`src/rtl/mux_scan_nx1.sv`:
```
// Registered N-to-1 channel multiplexer with manual select and round-robin auto-scan.
// out_o, cur_sel_o and valid_o are all loaded from the same next-channel value at each enabled edge.
module mux_scan_nx1 #(
  parameter int N_CH  = 5,
  parameter int WIDTH = 1,
  parameter int SEL_W = 3,
  parameter int DWELL = 4
) (
  input  logic                    clk,
  input  logic                    reset,
  input  logic                    en_i,
  input  logic                    mode_i,
  input  logic                    load_i,
  input  logic [SEL_W-1:0]        sel_i,
  input  logic [N_CH*WIDTH-1:0]   in_bus_i,
  output logic [WIDTH-1:0]        out_o,
  output logic [SEL_W-1:0]        cur_sel_o,
  output logic                    valid_o,
  output logic                    wrap_o
);

  localparam int DCNT_W = (DWELL > 1) ? $clog2(DWELL) : 1;
  localparam logic [DCNT_W-1:0] DWELL_LAST = DCNT_W'(DWELL - 1);
  localparam logic [SEL_W-1:0]  CH_LAST    = SEL_W'(N_CH - 1);

  typedef enum logic {
    MANUAL = 1'b0,
    SCAN   = 1'b1
  } state_e;

  state_e              state_q, state_d;
  logic [SEL_W-1:0]    ch_q, ch_d, ch_next;
  logic [DCNT_W-1:0]   dcnt_q, dcnt_d;
  logic [WIDTH-1:0]    out_q, out_d, lane;
  logic                valid_q, valid_d;
  logic                wrap_q, wrap_d;

  always_ff @(posedge clk) begin
    if (reset) begin
      state_q <= MANUAL;
      ch_q    <= '0;
      dcnt_q  <= '0;
      out_q   <= '0;
      valid_q <= 1'b0;
      wrap_q  <= 1'b0;
    end else begin
      state_q <= state_d;
      ch_q    <= ch_d;
      dcnt_q  <= dcnt_d;
      out_q   <= out_d;
      valid_q <= valid_d;
      wrap_q  <= wrap_d;
    end
  end

  // The first scan cycle after leaving MANUAL only restarts the dwell count;
  // a channel whose index is out of range falls back to 0 at its first advance.
  always_comb begin
    state_d = state_q;
    ch_d    = ch_q;
    dcnt_d  = dcnt_q;
    out_d   = out_q;
    valid_d = valid_q;
    wrap_d  = 1'b0;
    ch_next = ch_q;
    lane    = '0;

    if (en_i) begin
      if (!mode_i) begin
        state_d = MANUAL;
        dcnt_d  = '0;
        if (load_i) begin
          ch_next = sel_i;
        end
      end else if (state_q == MANUAL) begin
        state_d = SCAN;
        dcnt_d  = '0;
      end else if (dcnt_q == DWELL_LAST) begin
        dcnt_d  = '0;
        ch_next = (ch_q >= CH_LAST) ? '0 : ch_q + SEL_W'(1);
        wrap_d  = (ch_next == '0);
      end else begin
        dcnt_d  = dcnt_q + DCNT_W'(1);
      end
    end

    for (int k = 0; k < N_CH; k++) begin
      if (ch_next == SEL_W'(k)) begin
        lane = in_bus_i[k*WIDTH +: WIDTH];
      end
    end

    if (en_i) begin
      ch_d    = ch_next;
      out_d   = lane;
      valid_d = (ch_next <= CH_LAST);
    end
  end

  assign out_o     = out_q;
  assign cur_sel_o = ch_q;
  assign valid_o   = valid_q;
  assign wrap_o    = wrap_q;

endmodule
```
`config.mk`:
```
export PLATFORM = sky130hd
export DESIGN_NAME = mux_scan_nx1
export DESIGN_NICKNAME = d
export VERILOG_FILES = /design/src/rtl/mux_scan_nx1.sv
export SDC_FILE = /design/constraint.sdc
export NUM_CORES = 1
export LEC_CHECK = 0
export CELL_PAD_IN_SITES_DETAIL_PLACEMENT = 1
export CELL_PAD_IN_SITES_GLOBAL_PLACEMENT = 2
export CORE_MARGIN = 2
export CORE_UTILIZATION = 27
export CTS_CLUSTER_DIAMETER = 100
export DETAILED_ROUTE_END_ITERATION = 7
export GPL_ROUTABILITY_DRIVEN = 1
export GPL_TIMING_DRIVEN = 1
export MAX_ROUTING_LAYER = met4
export PLACE_DENSITY = 0.9
export RECOVER_POWER = 50
export SLEW_MARGIN = 30
export SYNTH_ARGS = -nofsm -noshare
export SYNTH_HDL_FRONTEND = slang
export SYNTH_SLANG_ARGS = --single-unit
```
`constraint.sdc`:
```
create_clock -name clk -period 2.75 [get_ports clk]
set_clock_uncertainty 0.15 [all_clocks]
set_input_delay 0.825 -clock clk [delete_from_list [all_inputs] [get_ports clk]]
set_output_delay 0.825 -clock clk [all_outputs]
set_load 0.01 [all_outputs]
```
-- Word level (Yosys, flattened, before mapping)
Cells that the tools add are included.
- bits in registers: 9
- input bits: 13
- output and inout port bits: 6
- word-level logic and storage cells: 37
- add/sub/neg operators: 2
- magnitude comparators: 2
- equal/unequal tests: 5
- multiplexer cells: 15
- bitwise operators: 4
- reductions and logical operators: 3
- operators by type and width (operator ; count):
    two-way mux 3 bit ; 6
    == test 3 x 2 -> 1 bit, second input constant ; 2
    logical NOT 3 bit ; 2
    two-way mux 1 bit ; 6
    two-way mux 2 bit ; 3
    OR reduction 5 bit ; 1
    NOT 1 bit ; 4
    adder 3 x 1 -> 3 bit, second input constant ; 1
    == test 3 x 1 -> 1 bit, second input constant ; 1
    == test 3 bit, second input constant ; 1
    greater-or-equal comparator 3 bit, second input constant ; 1
    less-or-equal comparator 3 bit, second input constant ; 1
    adder 2 x 1 -> 2 bit, second input constant ; 1
    == test 2 bit, second input constant ; 1

-- Longest topological paths before layout
- word-level depth: 12
- depth in mapped cells: 6
- depth with buffers taken out: 6

-- Worst setup path before layout
Ideal clock, no wire load.
- path kind: input to register
- from: in mode_i
- to: reg out_q, in the netlist out_o
- setup time: 115 ps
- arrival: 1838 ps
- required time: 2485 ps
- path slack: 647 ps
- stages: 6
- buffers on the path: 1
- path through: buf_2 -> nand3_1 -> nand3b_1 -> and3_4 -> a211o_1 -> a31o_1
- longest elaborated chain between the ends: 8
- elaborated cells between the ends (all ways): 12
- those cells by class: 4 x eq/ne; 7 x mux; 1 x reduce/logical
- RTL lines (what ; line ; RTL):
    start, declared ; 12 ; input logic mode_i,
    two-way mux 3 bit * ; 69 ; if (!mode_i) begin
    two-way mux 3 bit * ; 68 ; if (en_i) begin
    logical NOT 3 bit ; 88 ; if (ch_next == SEL_W'(k)) begin
    two-way mux 1 bit (4 in a row) ; 88 ;
    two-way mux 1 bit * ; 88 ;
    end signal, assigned ; 50 ; out_q <= out_d;
    end, declared ; 34 ; logic [WIDTH-1:0] out_q, out_d, lane;
Mark *: on every way between the ends. The rest lies on a longest branch, timed or not.
A chain may end at the register's enable or synchronous reset.

-- Worst setup path in the final report
Ends and elaborated chain as after synthesis.

==> summary.md <==
| Metric | Value |
|---|---|
| Power Dens Cells | 377.9 nW/um^2 |
| Crit path DAT | 2600 ps |
| CP Launch Type | input port |
| Drt drc | 0 |
| Die ar. | 2778 um^2 |
| Initial Utilization | 28.68% |
| Unique cell type count in the Yosys netlist | 38 |
| Die Wd | 52.71 um |
| Antenna-violating nets left | 0 |
| # resized after CTS | 0 |
| Total Wirelength | 1859 um |
| Chip height | 52.71 um |
| # diodes | 0 |
| H-tree depth | 1 |
| Min Hold Slack | 334.1 ps |
| Syn avg cell area | 8.429 um^2 |
| Layout area overhead | 39.84% |
| CTS Buf Count | 3 |
| Initial antenna violation count | 0 |
| Hold_buf cts | 0 |
| CTS root buf | clkbuf_4 |
| Status | completed |
| Initial drt markers | 6 |
| Most frequent cells in the layout | 13 x clkdlybuf4s50_1, 9 x nor2_1, 9 x dfxtp_1 |
| Crit path capture type | flip-flop |
| Synth Register Bits | 9 |
| Delay-heaviest family, CP | compound AO/OA/AOI/OAI gates |
| Global route total overflow | 0 |
| Clock Power Share | 31.6% |
| Gr usage total | 16.09% |
| # Max-Cap Violations | 0 |
| Clock slew seen by the registers of the worst setup and hold paths | 60 ps |
| Final setup vio count | 0 |
| Synth Instances | 76 |
| Most common cell after layout, fill and taps aside | clkdlybuf4s50_1 |
| Crit-path max FO | 5 |
| Syn Std Cell Area | 640.6 um^2 |
| Dpl hpwl | 1450 um |
| Core Area | 2233 um^2 |
| Combinational power share | 25.8% |
| Final-report max-slew violation count | 0 |
| Share of post-route cells with drive strength above 1 | 16.16% |
| Unrepaired setup endpoints after global routing | no |
| Seq pwr share | 42.7% |
| Leakage power | 0.3569 nW |
| Clock sink total | 9 |
| Internal Pwr Total | 0.2409 mW |
| Largest net degree at the start of global routing | 14 |
| Rows | 17 |
| Worst path required time | 2770 ps |
| Final nets | 116 |
| Sw frac | 28.83% |
| # Post-CTS Setup Buffers | 0 |
| Ratio of final minimum period to clock period | 93.84% |
| Top Ports | 19 |
| Later-pin clock latency in the skew report | 270 ps |
| Max clock buf depth | 2 |
| CTS tree | yes |
| Endpoints failing hold | 0 |
| Vias in the first global route | 693 |
| PortBufs | 18 |
| Drt pass-1 iters | 4 |
| Sequential fraction of the synthesis area | 28.13% |
| Final min period | 2581 ps |
| Total number of vias | 662 |
| Worst Hold Class | flip-flop to flip-flop |
| CP max stage delay | 600 ps |
| GPL Wtd Cong | 0.7531 |
| Max-Slew Margin vs Limit | 76.50% |
| WS Path Type | input port to flip-flop |
| Worst-path cell chain | dlygate4sd3_1 > nor2b_1 > a31oi_1 > and3_4 > a211o_1 > a31o_1 |
| Final Power | 0.3385 mW |
| P_sw | 0.09760 mW |
| Critical-path top delay cell | dlygate4sd3_1 |
| Syn nets | 92 |
| Vias per cell | 5.213 |
| Maximum vdd drop | 0.2372 mV |
| Utilization after layout | 40.11% |
| Slew @ Worst Pin | 348.8 ps |
| Worst Path Buf+Inv | 1 |
| First-pass GRT wire length | 3146 um |
| Achievable Freq | 387.5 MHz |
| Synth warn | 0 |
| R2r setup slk | 780 ps |
| Wire per inst | 14.64 um |
## tightest hold or removal path: cells and delay by family, from the launching register on
family | cells | cell delay, ps
compound gates | 1 | 50
flops | 1 | 320
simple gates | 1 | 70
## layer usage
layer	wire length, um	vias to the layer above	share of wire [%]	GRT usage, %
met4	28	0	1.5	6.410
li1	-	326	-	-
met1	825	313	44	19.19
met2	896	18	48	25.83
met3	109	5	5.9	4.000
met5	0	-	0	-
## final cells by class
| class | count | area (um^2) |
|---|---|---|
| Timing Repair Buffer | 23 | 217.7 |
| Tap cell | 28 | 35.03 |
| Fill cell | 284 | 1338 |
| Clock buffer | 4 | 26.28 |
| Sequential cell | 9 | 180.2 |
| Multi-Input combinational cell | 59 | 421.7 |
| Inverter | 4 | 15.01 |
## power by group through the flow
stage / logic [mW] / clock network, mW / registers, mW
after floorplan: 0.0458 / 0 / 0.148
after global placement: 0.0865 / 0 / 0.147
after detailed placement: 0.0889 / 0 / 0.147
after CTS: 0.0899 / 0.110 / 0.145
after global routing: 0.0964 / 0.114 / 0.146
final: 0.0872 / 0.107 / 0.144
## sequential cells by signal (all words and copies together), names as in the netlist
| register | cells |
|---|---|
| dcnt_q | 2 |
| cur_sel_o | 3 |
| state_q | 1 |
| wrap_o | 1 |
| valid_o | 1 |
| out_o | 1 |
## synth_stat cells
cell      count  area (um^2)
dfxtp_1       9        180.2
nor2_1        9        33.78
o21ai_0       5        25.02
a21oi_1       4        20.02
nand2b_1      4        25.02
ha_1          3        37.54
inv_1         3        11.26
nor2b_1       3        18.77
a211o_1       2        17.52
a31oi_1       2        12.51
clkbuf_1      2        7.510
nand2_1       2        7.510
nand3_1       2        10.01
nand4_1       2        12.51
a211oi_1      1        7.510
a21oi_4       1        16.27
a311oi_2      1        15.01
a31o_1        1        8.760
a32o_1        1        10.01
a32o_2        1        11.26
a32oi_1       1        8.760
a41o_1        1        10.01
and2b_1       1        7.510
and2b_2       1        8.760
and3_4        1        11.26
and4_1        1        8.760
and4b_1       1        10.01
buf_2         1        5.000
buf_6         1        11.26
inv_2         1        3.750
mux2i_1       1        10.01
nand3_2       1        10.01
nand3b_1      1        7.510
nor3_1        1        5.000
nor3b_1       1        7.510
nor3b_2       1        12.51
o211ai_1      1        7.510
o21a_1        1        7.510
## through the flow
step	worst slack, ps	cell area, um^2	setup TNS, ps	instances
after CTS	221.6	895.9	0	127
after global routing	74.38	895.9	0	127
final	169.5	895.9	0	127
after floorplan	646.9	640.6	0	76
after detailed placement	-57.46	869.6	-57.46	123
after global placement	21.59	869.6	0	123
## worst paths after layout
check / start / endpoint / depth (start not counted)
worst max-delay path: mode_i / out_o / 6
worst min-delay path: dcnt_q[1] / dcnt_q[1] / 2
worst max register to register: dcnt_q[0] / out_o / 6
worst min register to register: dcnt_q[1] / dcnt_q[1] / 2
## cell families (layout without fill, tap and decap cells)
| group | Yosys count | count (layout) | synth area share, % |
|---|---|---|---|
| fa+ha+maj | 3 | 3 | 5.860 |
| simple gates | 32 | 32 | 30.66 |
| compound gates | 23 | 23 | 27.74 |
| buf+inv | 8 | 31 | 6.054 |
| mux | 1 | 1 | 1.563 |
| flops | 9 | 9 | 28.12 |
Note: power is estimated with default switching activity, not from simulation.
